$ cat config.mk
export PLATFORM = sky130hd
export DESIGN_NAME = cmos_frame_monitor
export DESIGN_NICKNAME = d
export VERILOG_FILES = /design/src/rtl/cmos_frame_monitor.sv
export SDC_FILE = /design/constraint.sdc
export NUM_CORES = 1
export LEC_CHECK = 0
export BUFFER_PORTS_ARGS = -buffer_cell sky130_fd_sc_hd__buf_4
export CAP_MARGIN = 10
export CORE_MARGIN = 2
export CORE_UTILIZATION = 40
export DETAILED_ROUTE_END_ITERATION = 12
export SLEW_MARGIN = 5
export SYNTH_ARGS = -nofsm -noshare
export SYNTH_HDL_FRONTEND = slang
export SYNTH_SLANG_ARGS = --single-unit
$ cat constraint.sdc
create_clock -name cmos_pclk -period 6.8 [get_ports cmos_pclk]
set_clock_uncertainty 0.15 [all_clocks]
set_input_delay 0.34 -clock cmos_pclk [delete_from_list [all_inputs] [get_ports cmos_pclk]]
set_output_delay 0.34 -clock cmos_pclk [all_outputs]
set_load 0.01 [all_outputs]
$ cat src/rtl/cmos_frame_monitor.sv
// CMOS camera frame monitor.
// Measures each complete frame from the sensor's vsync/href/de stream:
// pixel count, line count and XOR signature of the pixel data. It also
// keeps a wrapping frame counter, a frames-per-window rate and sticky
// line-length / line-count error flags. Everything runs on cmos_pclk.
module cmos_frame_monitor #(
  parameter int CLK_HZ    = 48_000_000,
  parameter int DATA_W    = 16,
  parameter int PIX_W     = 24,
  parameter int LINE_W    = 12,
  parameter int EXP_PIX   = 640,
  parameter int EXP_LINES = 480
) (
  input  logic              cmos_pclk,
  input  logic              I_rst_n,
  input  logic              I_vsync,
  input  logic              I_href,
  input  logic              I_de,
  input  logic [DATA_W-1:0] I_data,
  input  logic              I_clear,
  output logic [PIX_W-1:0]  O_frame_pixels,
  output logic [LINE_W-1:0] O_frame_lines,
  output logic [DATA_W-1:0] O_frame_xor,
  output logic              O_frame_valid,
  output logic [15:0]       O_frame_count,
  output logic [7:0]        O_fps,
  output logic              O_err_line_len,
  output logic              O_err_lines,
  output logic              O_tick
);

  typedef enum logic {
    WAIT_SYNC = 1'b0,
    IN_FRAME  = 1'b1
  } state_t;

  localparam int              WIN_W     = (CLK_HZ > 1) ? $clog2(CLK_HZ) : 1;
  localparam logic [WIN_W-1:0]  WIN_LAST  = WIN_W'(CLK_HZ - 1);
  localparam logic [PIX_W-1:0]  PIX_MAX   = '1;
  localparam logic [LINE_W-1:0] LINE_MAX  = '1;
  localparam logic [LINE_W-1:0] EXP_PIX_L = LINE_W'(EXP_PIX);
  localparam logic [LINE_W-1:0] EXP_LIN_L = LINE_W'(EXP_LINES);

  // Input stage 1 and the vsync/href stage 2 used for edge detection.
  logic              r_vs1, r_href1, r_de1;
  logic [DATA_W-1:0] r_data1;
  logic              r_vs2, r_href2;

  state_t            r_state;
  logic              r_rise_pend;
  logic [PIX_W-1:0]  r_pix_acc;
  logic [LINE_W-1:0] r_line_acc;
  logic [LINE_W-1:0] r_line_len;
  logic [DATA_W-1:0] r_xor_acc;

  logic [WIN_W-1:0]  r_win_cnt;
  logic [7:0]        r_win_frames;

  logic              w_vs_rise;
  logic              w_href_fall;
  logic              w_pix;
  logic              w_publish;
  logic [7:0]        w_win_next;

  assign w_vs_rise   = r_vs1 & ~r_vs2;
  assign w_href_fall = ~r_href1 & r_href2;
  // Pixels seen during vertical blanking never count.
  assign w_pix       = (r_state == IN_FRAME) & ~r_vs1 & r_de1;
  // A frame completes only if we were already synchronised to a frame start.
  assign w_publish   = r_rise_pend & (r_state == IN_FRAME);
  assign w_win_next  = (r_win_frames == 8'hFF) ? 8'hFF
                                               : r_win_frames + {7'd0, w_publish};

  // Register the camera inputs, then keep a second copy of vsync/href for edges.
  // NOTE: state uses non-blocking assignments so every register samples pre-edge values.
  always_ff @(posedge cmos_pclk or negedge I_rst_n) begin
    if (!I_rst_n) begin
      r_vs1   <= 1'b0;
      r_href1 <= 1'b0;
      r_de1   <= 1'b0;
      r_data1 <= '0;
      r_vs2   <= 1'b0;
      r_href2 <= 1'b0;
    end else begin
      r_vs1   <= I_vsync;
      r_href1 <= I_href;
      r_de1   <= I_de;
      r_data1 <= I_data;
      r_vs2   <= r_vs1;
      r_href2 <= r_href1;
    end
  end

  // Frame FSM: accumulate pixels/lines, publish statistics one clock after a vsync rise.
  always_ff @(posedge cmos_pclk or negedge I_rst_n) begin
    if (!I_rst_n) begin
      r_state        <= WAIT_SYNC;
      r_rise_pend    <= 1'b0;
      r_pix_acc      <= '0;
      r_line_acc     <= '0;
      r_line_len     <= '0;
      r_xor_acc      <= '0;
      O_frame_pixels <= '0;
      O_frame_lines  <= '0;
      O_frame_xor    <= '0;
      O_frame_valid  <= 1'b0;
      O_frame_count  <= '0;
      O_err_line_len <= 1'b0;
      O_err_lines    <= 1'b0;
    end else if (I_clear) begin
      // Clear wins over any edge seen this cycle; published statistics hold.
      r_state        <= WAIT_SYNC;
      r_rise_pend    <= 1'b0;
      r_pix_acc      <= '0;
      r_line_acc     <= '0;
      r_line_len     <= '0;
      r_xor_acc      <= '0;
      O_frame_valid  <= 1'b0;
      O_frame_count  <= '0;
      O_err_line_len <= 1'b0;
      O_err_lines    <= 1'b0;
    end else begin
      r_rise_pend   <= w_vs_rise;
      O_frame_valid <= w_publish;
      if (r_rise_pend) begin
        // Frame boundary: optionally publish, then start a fresh frame.
        if (w_publish) begin
          O_frame_pixels <= r_pix_acc;
          O_frame_lines  <= r_line_acc;
          O_frame_xor    <= r_xor_acc;
          O_frame_count  <= O_frame_count + 16'd1;
          if ((EXP_LINES != 0) && (r_line_acc != EXP_LIN_L)) begin
            O_err_lines <= 1'b1;
          end
        end
        r_state    <= IN_FRAME;
        r_pix_acc  <= '0;
        r_line_acc <= '0;
        r_line_len <= '0;
        r_xor_acc  <= '0;
      end else if (r_state == IN_FRAME) begin
        if (w_pix) begin
          if (r_pix_acc != PIX_MAX) begin
            r_pix_acc <= r_pix_acc + 1'b1;
          end
          r_xor_acc <= r_xor_acc ^ r_data1;
        end
        if (w_href_fall && (r_line_len != '0)) begin
          if (r_line_acc != LINE_MAX) begin
            r_line_acc <= r_line_acc + 1'b1;
          end
          if ((EXP_PIX != 0) && (r_line_len != EXP_PIX_L)) begin
            O_err_line_len <= 1'b1;
          end
          r_line_len <= '0;
        end else if (w_pix && (r_line_len != LINE_MAX)) begin
          r_line_len <= r_line_len + 1'b1;
        end
      end
    end
  end

  // Measurement window: count frames per CLK_HZ cycles, a completion on the wrap cycle closes the window.
  always_ff @(posedge cmos_pclk or negedge I_rst_n) begin
    if (!I_rst_n) begin
      r_win_cnt    <= '0;
      r_win_frames <= '0;
      O_fps        <= '0;
      O_tick       <= 1'b0;
    end else if (I_clear) begin
      r_win_cnt    <= '0;
      r_win_frames <= '0;
      O_fps        <= '0;
    end else if (r_win_cnt == WIN_LAST) begin
      r_win_cnt    <= '0;
      r_win_frames <= '0;
      O_fps        <= w_win_next;
      O_tick       <= ~O_tick;
    end else begin
      r_win_cnt    <= r_win_cnt + 1'b1;
      r_win_frames <= w_win_next;
    end
  end

endmodule
==> metrics.yaml, run 1 <==
status:
  status: "complete, no violations"
finish:
  diodes: 0
  drive_above_1_share_pct: 18.9
  multiInputGateArea_sq_um: 3650
  final_common_cell: "dfrtp_1"
  n_fill_cell: 2026
  nets: 1000
  syn2layout_area_growth_pct: 21.6
  ff_latch_area_sq_um: 5030
  layout_common_cells: "dfrtp_1 (201), nand2_1 (113), nor2_1 (107), buf_4 (107)"
route:
  ant_nets: 0
  initialDrtViolationCount: 317
  via_count: 6561
  wl_per_cell_um: 15.0
  dr.pass1.iters: 4
  drcViolationCount: 0
  viasPerCell: 5.19
  routed_wl_um: 19000
clock_tree:
  numCtsBuffers: 23
  cts_setup_buffers: 0
  cts.clk_slew.worst_paths_ns: 0.05
  clock-sinks: 201
  htreeDepth: 1
  root_buffer: "clkbuf_16"
  tritoncts: "done"
  clockBufferDepth: 3
  clk_latency_ns: 0.50
die:
  start_util_pct: 40.7
  die_w_um: 153
  dieHeight_um: 153
  core_sq_um: 21800
  ios: 102
  die_area_sq_um: 23400
  row_count: 54
global_route:
  use_met2_pct: 27.5
  antenna_found_initial: 0
  grt_util_met3_pct: 2.38
  busiest_layer: "met2"
  use_met1_pct: 22.5
  grt_max_degree: 122
  track_usage_pct: 16.5
  grt_pass1_vias: 6498
  grt_pass1_wl_um: 32600
  globalRouteOverflowTotal: 0
logic_synthesis:
  syn_area_sq_um: 8880
  synthDistinctLibCells: 55
  synth_top_flop_cell: "dfrtp_1"
  syn_inst: 852
  synth_enable_flop_cells: 0
  ys_seq_area_share_pct: 56.6
  synth_warnings: 0
  syn_nets: 883
  syn_area_per_cell_sq_um: 10.4
  yosysTopAreaCell: "dfrtp_1"
  ys_ff_latch: 201
  yosysTopAreaCellShare_pct: 56.6
  synth.area.top_cells: "dfrtp_1 (57%), nand2_1 (4.8%), nor2_1 (4.5%)"
  async_reset_ff_share_pct: 100
power_and_ir_drop:
  peakVddDrop_v: 0.000159
  p_leak_nw: 4.93
  pwr_density_cell_nw_per_um2: 226
  total_power_mw: 2.44
min_path:
  worstHoldPathCells: 2
  min_path_type: "input pin to register"
worst_setup_path:
  worstPathMaxFanout: 34
  cp.required_ns: 7.00
  arrival_ns: 3.38
  timing.critical_path.from: "r_win_cnt[0]"
  ff2ff_path_depth: 6
  endpoint: "r_win_cnt[2]"
  r2r_slack_ns: 3.63
  setup.worst_path.class: "register to register"
  r2r_start: "r_win_cnt[0]"
  worstReg2RegEnd: "r_win_cnt[2]"
  critPathLaunchType: "register"
  end_kind: "register"
sta:
  finalSetupTns_ns: 0
  worst_slew_pin_slew_ns: 1.07
  max_freq_ghz: 0.315
  rsz0062_at_grt: "false"
  relSlewSlack_pct: 28.5
  period_share_pct: 46.7
  slew_viol_final: 0
  final-setup-viol-count: 0
  fin_crit_ns: 3.17
  hold_viol: 0
placement:
  gp_congestion: 0.810
  port_buffers: 101
  dp_hpwl_um: 12100
flow_run:
  drv_cap: 0
logic make-up after synthesis:
kind of cell | after synthesis | synth area share, %
adder cells (fa/ha/maj) | 9 | 1.27
AO/OA/AOI/OAI | 94 | 6.72
buffers and inverters | 54 | 2.42
flip-flops | 201 | 56.6
multiplexers | 37 | 4.60
XOR/XNOR | 70 | 6.90
AND/OR/NAND/NOR | 387 | 21.5
critical path, stage by stage, from the launching register on:
cell and delay (ns):
dfrtp_1 0.38, ha_1 0.20, nand3_1 0.15, nor4_2 0.70, and4_1 0.68, or2_2 0.64
nor2_1 0.12
cell usage after synthesis (all sizes together), types with 21 or more instances:
cell type	instances
nor2	107
a21oi	30
nand2	113
dfrtp	201
xnor2	25
xor2	45
nand4	23
o21ai	23
mux2	31
nand3	45
clkbuf	21
timing repair:
| item | 4_1_cts | 5_1_grt |
|---|---|---|
| setup endpoints to repair | 0 | 0 |
| hold endpoints to repair | 139 | 0 |
| hold buffers | 20 | 0 |
| gates resized for setup | 0 | 0 |
metal layers:
metal / routed length (um) / share of wire [%] / up-vias
li1: - / - / 3205
met1: 8810 / 46 / 3225
met2: 9170 / 48 / 98
met4: 396 / 2.1 / 0
met5: 0 / 0 / -
met3: 610 / 3.2 / 33
where the power goes:
| group | switching (mW) | internal, mW |
|---|---|---|
| Combinational | 0.0603 | 0.0321 |
| Clock | 0.461 | 0.666 |
| Sequential | 0.00816 | 1.21 |
worst min-delay path by stage:
stage / startpoint / endpoint
detailed placement: r_href1 / r_href2
floorplan: I_rst_n / O_err_line_len
global route: I_clear / O_frame_count[5]
finish: I_clear / O_frame_count[5]
global placement: r_href1 / r_href2
CTS: I_clear / O_err_lines
state kept, by name, indices dropped and copies added, names as in the netlist, 8 cells and up:
| name | flops |
|---|---|
| O_frame_pixels | 24 |
| r_win_frames | 8 |
| r_line_acc | 12 |
| r_pix_acc | 24 |
| O_frame_xor | 16 |
| r_line_len | 12 |
| O_fps | 8 |
| r_xor_acc | 16 |
| r_win_cnt | 26 |
| O_frame_count | 16 |
| r_data1 | 16 |
| O_frame_lines | 12 |
metrics by stage:
| step | utilization (%) | instance area (sq um) | instances | hold slack, ns | setup WS, ns |
|---|---|---|---|---|---|
| after global placement | 45.4 | 9910 | 1204 | 0.205 | 3.62 |
| after CTS | 49.5 | 10800 | 1264 | 0.0842 | 3.60 |
| after floorplan | - | 8880 | 852 | -0.106 | 4.41 |
| after detailed placement | 45.4 | 9910 | 1204 | 0.211 | 3.59 |
| final | 49.5 | 10800 | 1264 | 0.0887 | 3.63 |
| after global routing | 49.5 | 10800 | 1264 | 0.0950 | 3.33 |
final cells by class:
type | instances | area share, %
Multi-Input combinational cell | 597 | 33.8
Inverter | 18 | 0.626
Tap cell | 280 | 3.24
Timing Repair Buffer | 128 | 9.42
Sequential cell | 201 | 46.6
Clock inverter | 5 | 0.266
Clock buffer | 35 | 6.12
(Power assumes the default switching activity.)
==> inputs of run 2 (changes only) <==
==> constraint.sdc (replaced) <==
create_clock -name cmos_pclk -period 2.8 [get_ports cmos_pclk]
set_clock_uncertainty 0.15 [all_clocks]
set_input_delay 0.14 -clock cmos_pclk [delete_from_list [all_inputs] [get_ports cmos_pclk]]
set_output_delay 0.14 -clock cmos_pclk [all_outputs]
set_load 0.01 [all_outputs]
==> metrics.yaml, run 2 (synthesized netlist as in run 1, its figures left out) <==
global_route:
  grt_pass1_vias: 6610
  grt_pass1_wl_um: 33800
  antenna_found_initial: 0
  track_usage_pct: 17.1
  globalRouteOverflowTotal: 0
  grt_max_degree: 80
sta:
  period_share_pct: 90.4
  fin_crit_ns: 2.53
  worst_slew_pin_slew_ns: 0.903
  setup_ws_ns: 0.269
  rsz0062_at_grt: "false"
  finalSetupTns_ns: 0
  final-setup-viol-count: 0
  max_freq_ghz: 0.395
  slew_viol_final: 0
  relSlewSlack_pct: 39.6
  hold_viol: 0
status:
  status: "complete, no violations"
route:
  ant_nets: 0
  routed_wl_um: 19800
  dr.pass1.iters: 4
  wl_met2_um: 9600
  wl_per_cell_um: 15.4
  maxUsedRoutingLayer: "met4"
  initialDrtViolationCount: 327
  drcViolationCount: 0
  wl_met1_um: 9010
  route.met3.wl_um: 760
  via_count: 6635
  viasPerCell: 5.16
min_path:
  min_path_type: "input pin to async pin"
power_and_ir_drop:
  p_leak_nw: 5.09
  p_sw_share_pct: 21.6
  clkPwrFrac_pct: 49.6
  p_comb_share_pct: 3.9
  total_power_mw: 6.35
  p_sw_mw: 1.37
  pwr-share-seq_pct: 46.5
  pwr_density_cell_nw_per_um2: 573
  peakVddDrop_v: 0.000397
  internal_power_mw: 4.98
worst_setup_path:
  worstPathMaxFanout: 8
  setup.worst_path.class: "register to register"
  crit_slowest_cell: "or4_1"
  path_buf_inv: 1
  crit_chain: "inv_1 -> ha_1 -> nor4b_1 -> and4b_1 -> o21ai_1 -> or4_1 -> o21ai_0"
  cp.required_ns: 3.08
  cpPeakStageDelay_ns: 0.56
  critPathLaunchType: "register"
  worstReg2RegEnd: "r_line_len[10]"
  ff2ff_path_depth: 7
  r2r_start: "r_line_len[0]"
  r2r_slack_ns: 0.27
  end_kind: "register"
  arrival_ns: 2.81
  cp_top_family: "simple AND/OR/NAND/NOR gates"
finish:
  drive_above_1_share_pct: 20.6
  diodes: 0
  syn2layout_area_growth_pct: 24.8
  reg_top3: "r_win_cnt: 26 flops, O_frame_pixels: 24 flops, r_pix_acc: 24 flops"
  n_fill_cell: 2012
  top_register: "r_win_cnt"
  nets: 1019
  layout_common_cells: "dfrtp_1 (201), buf_4 (121), nand2_1 (113)"
  design_area_sq_um: 11100
  largest_reg_flops: 26
  final_common_cell: "dfrtp_1"
  layout.cells.non_filler: 1285
die:
  die_area_sq_um: 23400
  dieHeight_um: 153
  row_count: 54
  start_util_pct: 40.7
  core_sq_um: 21800
  die_w_um: 153
  ios: 102
clock_tree:
  root_buffer: "clkbuf_16"
  cts.clk_slew.worst_paths_ns: 0.06
  htreeDepth: 1
  numCtsBuffers: 24
  tritoncts: "done"
  clock-sinks: 201
  cts_setup_buffers: 0
  clockBufferDepth: 3
  clk_latency_ns: 0.51
placement:
  place_ws_ns: 0.307
  placed_area_sq_um: 10100
  numPlacedInstances: 1221
  gp_congestion: 0.824
  dp_hpwl_um: 12900
  port_buffers: 101
flow_run:
  drv_cap: 0
[run 2: metrics by stage]
stage	utilization, %	hold slack [ns]
detailed placement	46.2	0.0744
finish	50.8	0.0432
global route	50.8	0.106
CTS	50.8	0.0853
floorplan	-	-0.306
global placement	46.2	0.0650
[run 2: worst max path at each step]
stage | from | end | slack (ns) | cells after the start
after detailed placement | r_line_len[0] | r_line_len[10] | 0.31 | 7
after global routing | r_line_len[0] | r_line_len[10] | 0.08 | 7
final | r_line_len[0] | r_line_len[10] | 0.27 | 7
after floorplan | r_win_cnt[0] | r_win_frames[6] | 0.41 | 9
after global placement | r_line_len[0] | r_line_len[10] | 0.40 | 7
after CTS | r_line_len[0] | r_line_len[10] | 0.29 | 7
[run 2: layer usage]
| metal | up-vias | global-route usage [%] |
|---|---|---|
| met5 | - | 0 |
| met4 | 0 | 5.11 |
| met3 | 35 | 2.32 |
| met2 | 99 | 28.0 |
| met1 | 3256 | 23.9 |
| li1 | 3245 | - |
[run 2: repair_timing]
action | in CTS | in global routing
hold buffers | 21 | 0
endpoints found under the hold margin | 103 | 0
gates resized for setup | 0 | 0
[run 2: area by class of cell]
type,count,area [sq um],area share [%]
clock inverter,6,83.8,0.756
clock buffer,37,721,6.50
inverter,18,67.6,0.609
sequential,201,5030,45.3
multi-input combinational,597,3650,32.9
timing repair buffer,146,1190,10.8
tap,280,350,3.16
[run 2: power by group through the flow]
stage	Clock, mW	Sequential, mW	Combinational (mW)
6_report	3.15	2.96	0.246
5_1_grt	3.35	2.96	0.276
4_1_cts	3.24	2.96	0.254
3_5_place_dp	0	3.01	0.230
3_3_place_gp	0	3.01	0.229
2_1_floorplan	0	3.01	0.0873
[run 2: worst reg2reg max path, stage by stage (launching register included)]
cell and delay, ns:
dfrtp_1 0.42, inv_1 0.08, ha_1 0.14, nor4b_1 0.41
and4b_1 0.37, o21ai_1 0.23, or4_1 0.56, o21ai_0 0.08
